## config.mk

```make
export PLATFORM = sky130hd
export DESIGN_NAME = conv_narrow_to_wide_flat
export DESIGN_NICKNAME = d
export VERILOG_FILES = /design/src/rtl/conv_narrow_to_wide_if.sv /design/src/rtl/conv_narrow_to_wide.sv /design/src/flat_wrapper.sv
export SDC_FILE = /design/constraint.sdc
export NUM_CORES = 1
export LEC_CHECK = 0
export CORE_ASPECT_RATIO = 0.9
export CORE_MARGIN = 5
export CORE_UTILIZATION = 40
export CTS_BUF_LIST = sky130_fd_sc_hd__clkbuf_2 sky130_fd_sc_hd__clkbuf_4 sky130_fd_sc_hd__clkbuf_8
export DETAILED_ROUTE_END_ITERATION = 10
export GPL_TIMING_DRIVEN = 0
export HOLD_SLACK_MARGIN = 0.02
export PLACE_DENSITY = 0.8
export SYNTH_ARGS = -nofsm -noshare
export SYNTH_HDL_FRONTEND = slang
export SYNTH_SLANG_ARGS = --single-unit
```

## constraint.sdc

```tcl
create_clock -name clk_in -period 1.58 [get_ports clk_in]
set_clock_uncertainty 0.1 [all_clocks]
set_input_delay 0.237 -clock clk_in [delete_from_list [all_inputs] [get_ports clk_in]]
set_output_delay 0.237 -clock clk_in [all_outputs]
set_load 0.05 [all_outputs]
```

## src/rtl/conv_narrow_to_wide_if.sv

```systemverilog
// Stream bus for the narrow-to-wide converter: narrow source side plus packed sink side.
// flush_in exists only when CONV_FLUSH_EN is defined.
interface conv_narrow_to_wide_if #(
    parameter int IN_WIDTH = 8,
    parameter int RATIO    = 3
);
    localparam int CW = $clog2(RATIO + 1);

    logic [IN_WIDTH-1:0]       data_in;
    logic                      valid_in;
    logic                      ready_out;
    logic [IN_WIDTH*RATIO-1:0] data_out;
    logic                      valid_out;
    logic                      ready_in;
    logic [CW-1:0]             count_out;
`ifdef CONV_FLUSH_EN
    logic                      flush_in;

    modport master (output data_in, valid_in, ready_in, flush_in,
                    input  ready_out, data_out, valid_out, count_out);
    modport slave  (input  data_in, valid_in, ready_in, flush_in,
                    output ready_out, data_out, valid_out, count_out);
`else
    modport master (output data_in, valid_in, ready_in,
                    input  ready_out, data_out, valid_out, count_out);
    modport slave  (input  data_in, valid_in, ready_in,
                    output ready_out, data_out, valid_out, count_out);
`endif
endinterface

```

## src/rtl/conv_narrow_to_wide.sv

```systemverilog
// Packs RATIO narrow beats into one wide word; the last beat passes through combinationally.
// Optional partial-word flush is enabled by defining CONV_FLUSH_EN.
module conv_narrow_to_wide #(
    parameter int IN_WIDTH  = 8,
    parameter int RATIO     = 3,
    parameter bit MSB_FIRST = 1'b1
) (
    input logic                  clk_in,
    input logic                  reset_in,
    conv_narrow_to_wide_if.slave bus
);
    localparam int IDXW = $clog2(RATIO);
    localparam int CW   = $clog2(RATIO + 1);
    localparam logic [IDXW-1:0] LAST = IDXW'(RATIO - 1);

    logic [IDXW-1:0]                idx;
    logic [RATIO-2:0][IN_WIDTH-1:0] lane_q;
    logic [RATIO-1:0][IN_WIDTH-1:0] lane_w;
    logic                           final_st;
    logic                           flush_act;

    assign final_st = (idx == LAST);

    // A full word in the final state wins over a pending flush.
`ifdef CONV_FLUSH_EN
    assign flush_act = bus.flush_in && (idx != '0) && !(final_st && bus.valid_in);
`else
    assign flush_act = 1'b0;
`endif

    always_comb begin
        bus.valid_out = final_st & bus.valid_in;
        bus.ready_out = final_st ? bus.ready_in : 1'b1;
        bus.count_out = CW'(RATIO);
        if (flush_act) begin
            bus.valid_out = 1'b1;
            bus.ready_out = 1'b0;
            bus.count_out = CW'(idx);
        end
    end

    always_comb begin
        for (int k = 0; k < RATIO - 1; k++) lane_w[k] = lane_q[k];
        lane_w[RATIO-1] = bus.data_in;
        if (flush_act) begin
            for (int k = 0; k < RATIO; k++)
                if (k >= int'(idx)) lane_w[k] = '0;
        end
    end

    for (genvar k = 0; k < RATIO; k++) begin : g_lane
        localparam int POS = MSB_FIRST ? (RATIO - 1 - k) : k;
        assign bus.data_out[POS*IN_WIDTH +: IN_WIDTH] = lane_w[k];
    end

    always_ff @(posedge clk_in or posedge reset_in) begin
        if (reset_in) begin
            idx    <= '0;
            lane_q <= '0;
        end else if (flush_act) begin
            if (bus.ready_in) idx <= '0;
        end else if (final_st) begin
            if (bus.valid_in && bus.ready_in) idx <= '0;
        end else if (bus.valid_in) begin
            for (int k = 0; k < RATIO - 1; k++)
                if (idx == IDXW'(k)) lane_q[k] <= bus.data_in;
            idx <= idx + 1'b1;
        end
    end
endmodule

```

## src/flat_wrapper.sv

```systemverilog
// flat-port wrapper written by rule: the top's interface ports become plain ports
module conv_narrow_to_wide_flat 
#(
    parameter int IN_WIDTH  = 8,
    parameter int RATIO     = 3,
    parameter bit MSB_FIRST = 1'b1
)
  (clk_in, reset_in, bus_data_in, bus_valid_in, bus_ready_in, bus_ready_out, bus_data_out, bus_valid_out, bus_count_out);
  conv_narrow_to_wide_if #(.IN_WIDTH(IN_WIDTH), .RATIO(RATIO)) bus_i ();
  input logic clk_in;
  input logic reset_in;
  input wire logic [$bits(bus_i.data_in)-1:0] bus_data_in;
  input wire logic [$bits(bus_i.valid_in)-1:0] bus_valid_in;
  input wire logic [$bits(bus_i.ready_in)-1:0] bus_ready_in;
  output wire logic [$bits(bus_i.ready_out)-1:0] bus_ready_out;
  output wire logic [$bits(bus_i.data_out)-1:0] bus_data_out;
  output wire logic [$bits(bus_i.valid_out)-1:0] bus_valid_out;
  output wire logic [$bits(bus_i.count_out)-1:0] bus_count_out;
  assign bus_i.data_in = bus_data_in;
  assign bus_i.valid_in = bus_valid_in;
  assign bus_i.ready_in = bus_ready_in;
  assign bus_ready_out = bus_i.ready_out;
  assign bus_data_out = bus_i.data_out;
  assign bus_valid_out = bus_i.valid_out;
  assign bus_count_out = bus_i.count_out;
  conv_narrow_to_wide #(.IN_WIDTH(IN_WIDTH), .RATIO(RATIO), .MSB_FIRST(MSB_FIRST)) u_core (.clk_in(clk_in), .reset_in(reset_in), .bus(bus_i));
endmodule
```

==> Yosys cells after proc, flatten, opt, wreduce, memory -nomap -nowiden <==
Index checks and enable logic that the tools add are counted.
{ "word_totals": {"register_bits": 18, "out_inout_bits": 28, "elab_cells": 19, "in_bits": 12} }
{ "op_classes": {"add_sub_neg": 1, "n_reduce_logical": 6, "eq_ne": 3, "n_mux": 4, "bitwise_logic": 2} }
{ "ops": {"columns": ["cell", "count"], "rows": [
  ["2-bit 2-to-1 mux", 3],
  ["3-bit AND reduction", 2],
  ["2-bit by 1-bit adder with 2-bit output, second input constant", 1],
  ["2-bit by 1-bit equality test with 1-bit output, second input constant", 1],
  ["2-bit equality test, second input constant", 1],
  ["2-bit zero test", 1],
  ["2-bit != test, second input constant", 1],
  ["2-bit AND reduction", 1],
  ["2-bit nonzero test", 1],
  ["1-bit AND", 1],
  ["1-bit logical AND", 1],
  ["1-bit 2-to-1 mux", 1],
  ["1-bit NOT", 1]
]} }

==> Longest topological paths before layout <==
{ "logic_depth": {"ltp_word": 3, "ltp_mapped": 2} }

==> Worst setup path before layout <==
Ideal clock, no wire load.
{ "synth_path": {"kind": "reg2out", "from": "register u_core.idx[0]", "to": "output bus_valid_out", "slack_ns": -0.308, "n_path_buf": 0, "t_required_ns": 1.243, "arrival_ns": 1.551, "path_stages_with_launch": 2, "path_cell_list": "dfrtp_1 > nor3_1"} }
{ "synth_via": {"elab_chain_cells": 2} }
{ "synth_rtl": {"columns": ["item", "line_no", "text"], "rows": [
  ["start, declared", "conv_narrow_to_wide.sv:16", "logic [IDXW-1:0] idx;"],
  ["start signal, assigned", "conv_narrow_to_wide.sv:67", "idx <= idx + 1'b1;"],
  ["2-bit equality test", "conv_narrow_to_wide.sv:22", "assign final_st = (idx == LAST);"],
  ["1-bit AND", "conv_narrow_to_wide.sv:32", "bus.valid_out = final_st & bus.valid_in;"],
  ["end, declared", "flat_wrapper.sv:17", "output wire logic [$bits(bus_i.valid_out)-1:0] bus_valid_out;"]
]} }
Every way passes these cells.

==> Worst setup path in the final report <==
{ "layout_path": {"from": "register u_core.idx[0]", "to": "output bus_ready_out"} }
{ "layout_via": {"elab_chain_cells": 2} }
{ "layout_rtl": {"columns": ["item", "line_no", "text"], "rows": [
  ["2-bit equality test", "conv_narrow_to_wide.sv:22", null],
  ["1-bit 2-to-1 mux", "conv_narrow_to_wide.sv:33", "bus.ready_out = final_st ? bus.ready_in : 1'b1;"],
  ["end, declared", "flat_wrapper.sv:15", "output wire logic [$bits(bus_i.ready_out)-1:0] bus_ready_out;"]
]} }
Every way passes these cells.

==> metrics <==
crit path launch type flip-flop; most instantiated cells after synthesis dfrtp_1, mux2_2, buf_4; Rel. slew slack 0.547; CTS tree yes; Die X 56.7 um; Worst-Margin Slew 0.678 ns; Synth cell types 12; Place WS -0.584 ns; ys flop type dfrtp_1; multi-input logic area between 200 and 300 um^2; top-area cell type share of the netlist area 0.574; port buffer count 37; FFs w/ async S/R, synth 1.00; slowest stage delay, CP between 0.4 and 0.5 ns; final setup vio count 1; RSZ-0062 raised after global routing true; Max Cap Viol 0; CP Buf/Inv Count 1; Starting Density 0.414; via/cell ratio 4.35; total grt overflow 0; die area about 3000 um^2; switching share of power 0.496; crit share post-route 1.05; top cells by area, synth dfrtp_1, mux2_2, buf_4, nor3b_4, inv_1; DP Wirelength ~1.3 mm; Yosys top cell by area dfrtp_1; share of cells above drive strength 1 0.495; DRC 0; post-synthesis sequential area ratio 0.574; sequential cell area roughly 450 um^2; synth-to-layout area growth 59.5%; arrival time at the worst endpoint about 1.3 ns; first-pass GRT wire length 2.57 mm; Setup WS post-layout -0.0783 ns; CTS Root Cell clkbuf_4; Rows 15; Worst Path Max Fanout 6; Tightest Hold Check Type primary input to async pin; minimum clock period between 1.5 and 2 ns; Syn Area/Cell between 10 and 15 um^2; gr usage total 0.119; DRT iter0 DRCs 13; n_diodes 0; cell with the most instances after synthesis dfrtp_1; yosys warns 0; largest net degree at the start of global routing 19; final net count ~110; RD Place Congestion ~0.73; failing checks setup timing; initial antenna violation count 0; mapped cell area between 700 and 800 um^2; placed cells 118; number of flops mapped to enable cells by yosys 0; fmax slightly above 600 MHz; hold slack around 0.24 ns; Filler cells around 160; number of global-route vias before repair around 570; WL/cell approximately 14 um; Fin. Hold Viols 0; Clk pin slew, worst setup/hold paths around 0.1 ns; sequential share of power 0.296; final non-filler cell total ~130; final-report max-slew violation count 0; Max Buffers Root-to-Sink 2; Sink Count 18; cell family with most CP delay flip-flops; slowest CP cell dfrtp_2; CP cell instances or3_4 -> buf_8; Worst setup EP type primary output; Pwr Density ~2200 nW/um^2; CP Data Required Time 1.24 ns; combinational share of power 0.603; sw power about 0.0014 W; Internal ~0.0014 W; Clock power frac 0.101; drt pass-1 iters 3; core area around 1900 um^2; Yosys reg bits 18; status complete, but fails checks; Vias roughly 550; Die Span Y between 50 and 60 um; IR drop worst, VDD approximately 1200 uV; # H-tree levels 1; Clock Latency Late Sink a little under 0.3 ns; I/O Pins 40; leakage between 0.5 and 0.6 nW; Routed Antenna Nets 0; Post-Synthesis Cells between 50 and 60; total clock buffers created by CTS 3; Routed WL 1.71 mm; WS Path Type flip-flop to primary output
per-layer routing:
layer / track usage / routed length (um)
met1: 0.116 / 667
met4: 0.0553 / 0
met3: 0.0372 / 148
met2: 0.227 / 890
met5: 0 / 0
cells by family (layout without fill, tap and decap cells):
family,Yosys count,count (layout),share of synthesized area
and+or+nand+nor,4,4,0.0542
other,1,2,0.00478
buffers and inverters,13,58,0.110
AOI/OAI and AO/OA,3,3,0.0271
muxes,16,16,0.230
DFF,18,18,0.574
layout make-up:
cell class	count	share of cell area
buffer	10	0.0600
clock buffer	4	0.0290
inverter	3	0.00900
multi-input combinational	25	0.208
sequential	18	0.361
tap	25	0.0250
timing repair buffer	41	0.308
state kept, by name, summed over array words and instances (netlist names):
register	count
u_core.bus.data_out	16
u_core.idx	2
power by group through the flow:
stage / clock network [W] / logic [W] / registers [W]
global route: 0.000307 / 0.00174 / 0.000850
CTS: 0.000291 / 0.00166 / 0.000831
detailed placement: 0 / 0.00177 / 0.000847
floorplan: 0 / 0.000447 / 0.00158
global placement: 0 / 0.00175 / 0.000828
finish: 0.000280 / 0.00167 / 0.000820
layout by cell type (no fill, tap or decap):
cell / instances
dfrtp_2: 1
buf_4: 14
nor3b_4: 1
clkdlybuf4s18_2: 1
dfrtp_1: 17
clkdlybuf4s50_1: 10
nand3b_2: 1
nor3_2: 1
inv_1: 3
dlygate4sd2_1: 16
mux2_2: 16
dlymetal6s2s_1: 1
clkbuf_4: 3
a21o_2: 1
clkdlybuf4s15_2: 5
o21ai_0: 1
buf_2: 2
o21a_1: 1
clkbuf_8: 1
buf_6: 1
conb_1: 2
or3_4: 1
buf_8: 1
through the flow:
step / TNS, ns / power, W / instance area, um^2 / util
2_1_floorplan: 0 / 0.00203 / 793 / -
3_3_place_gp: -6.96 / 0.00258 / 1190 / 0.630
3_5_place_dp: -7.75 / 0.00262 / 1190 / 0.630
4_1_cts: -0.203 / 0.00278 / 1240 / 0.656
5_1_grt: -0.116 / 0.00290 / 1250 / 0.660
6_report: -0.0783 / 0.00277 / 1250 / 0.660
final timing paths:
check                                        start                      end  slack [ns]  depth (start not counted)
max                                  u_core.idx[0]            bus_ready_out       -0.08                          2
min                                       reset_in  u_core.bus.data_out[14]        0.24                          2
max reg2reg                          u_core.idx[1]  u_core.bus.data_out[17]        0.12                          4
min reg2reg                u_core.bus.data_out[14]  u_core.bus.data_out[14]        0.41                          1
max in group asynchronous                 reset_in            u_core.idx[0]        0.67                          2
min in group clk_in                   bus_valid_in            u_core.idx[0]        0.27                          3
what timing repair did:
action,CTS,global route
pin swaps,0,1
setup endpoints to repair,34,5
resized for setup,54,9
gates cloned,0,0
endpoints found under the hold margin,0,0
setup buffers,3,1
hold buffers,0,0
Note: power is estimated with default switching activity, not from simulation.
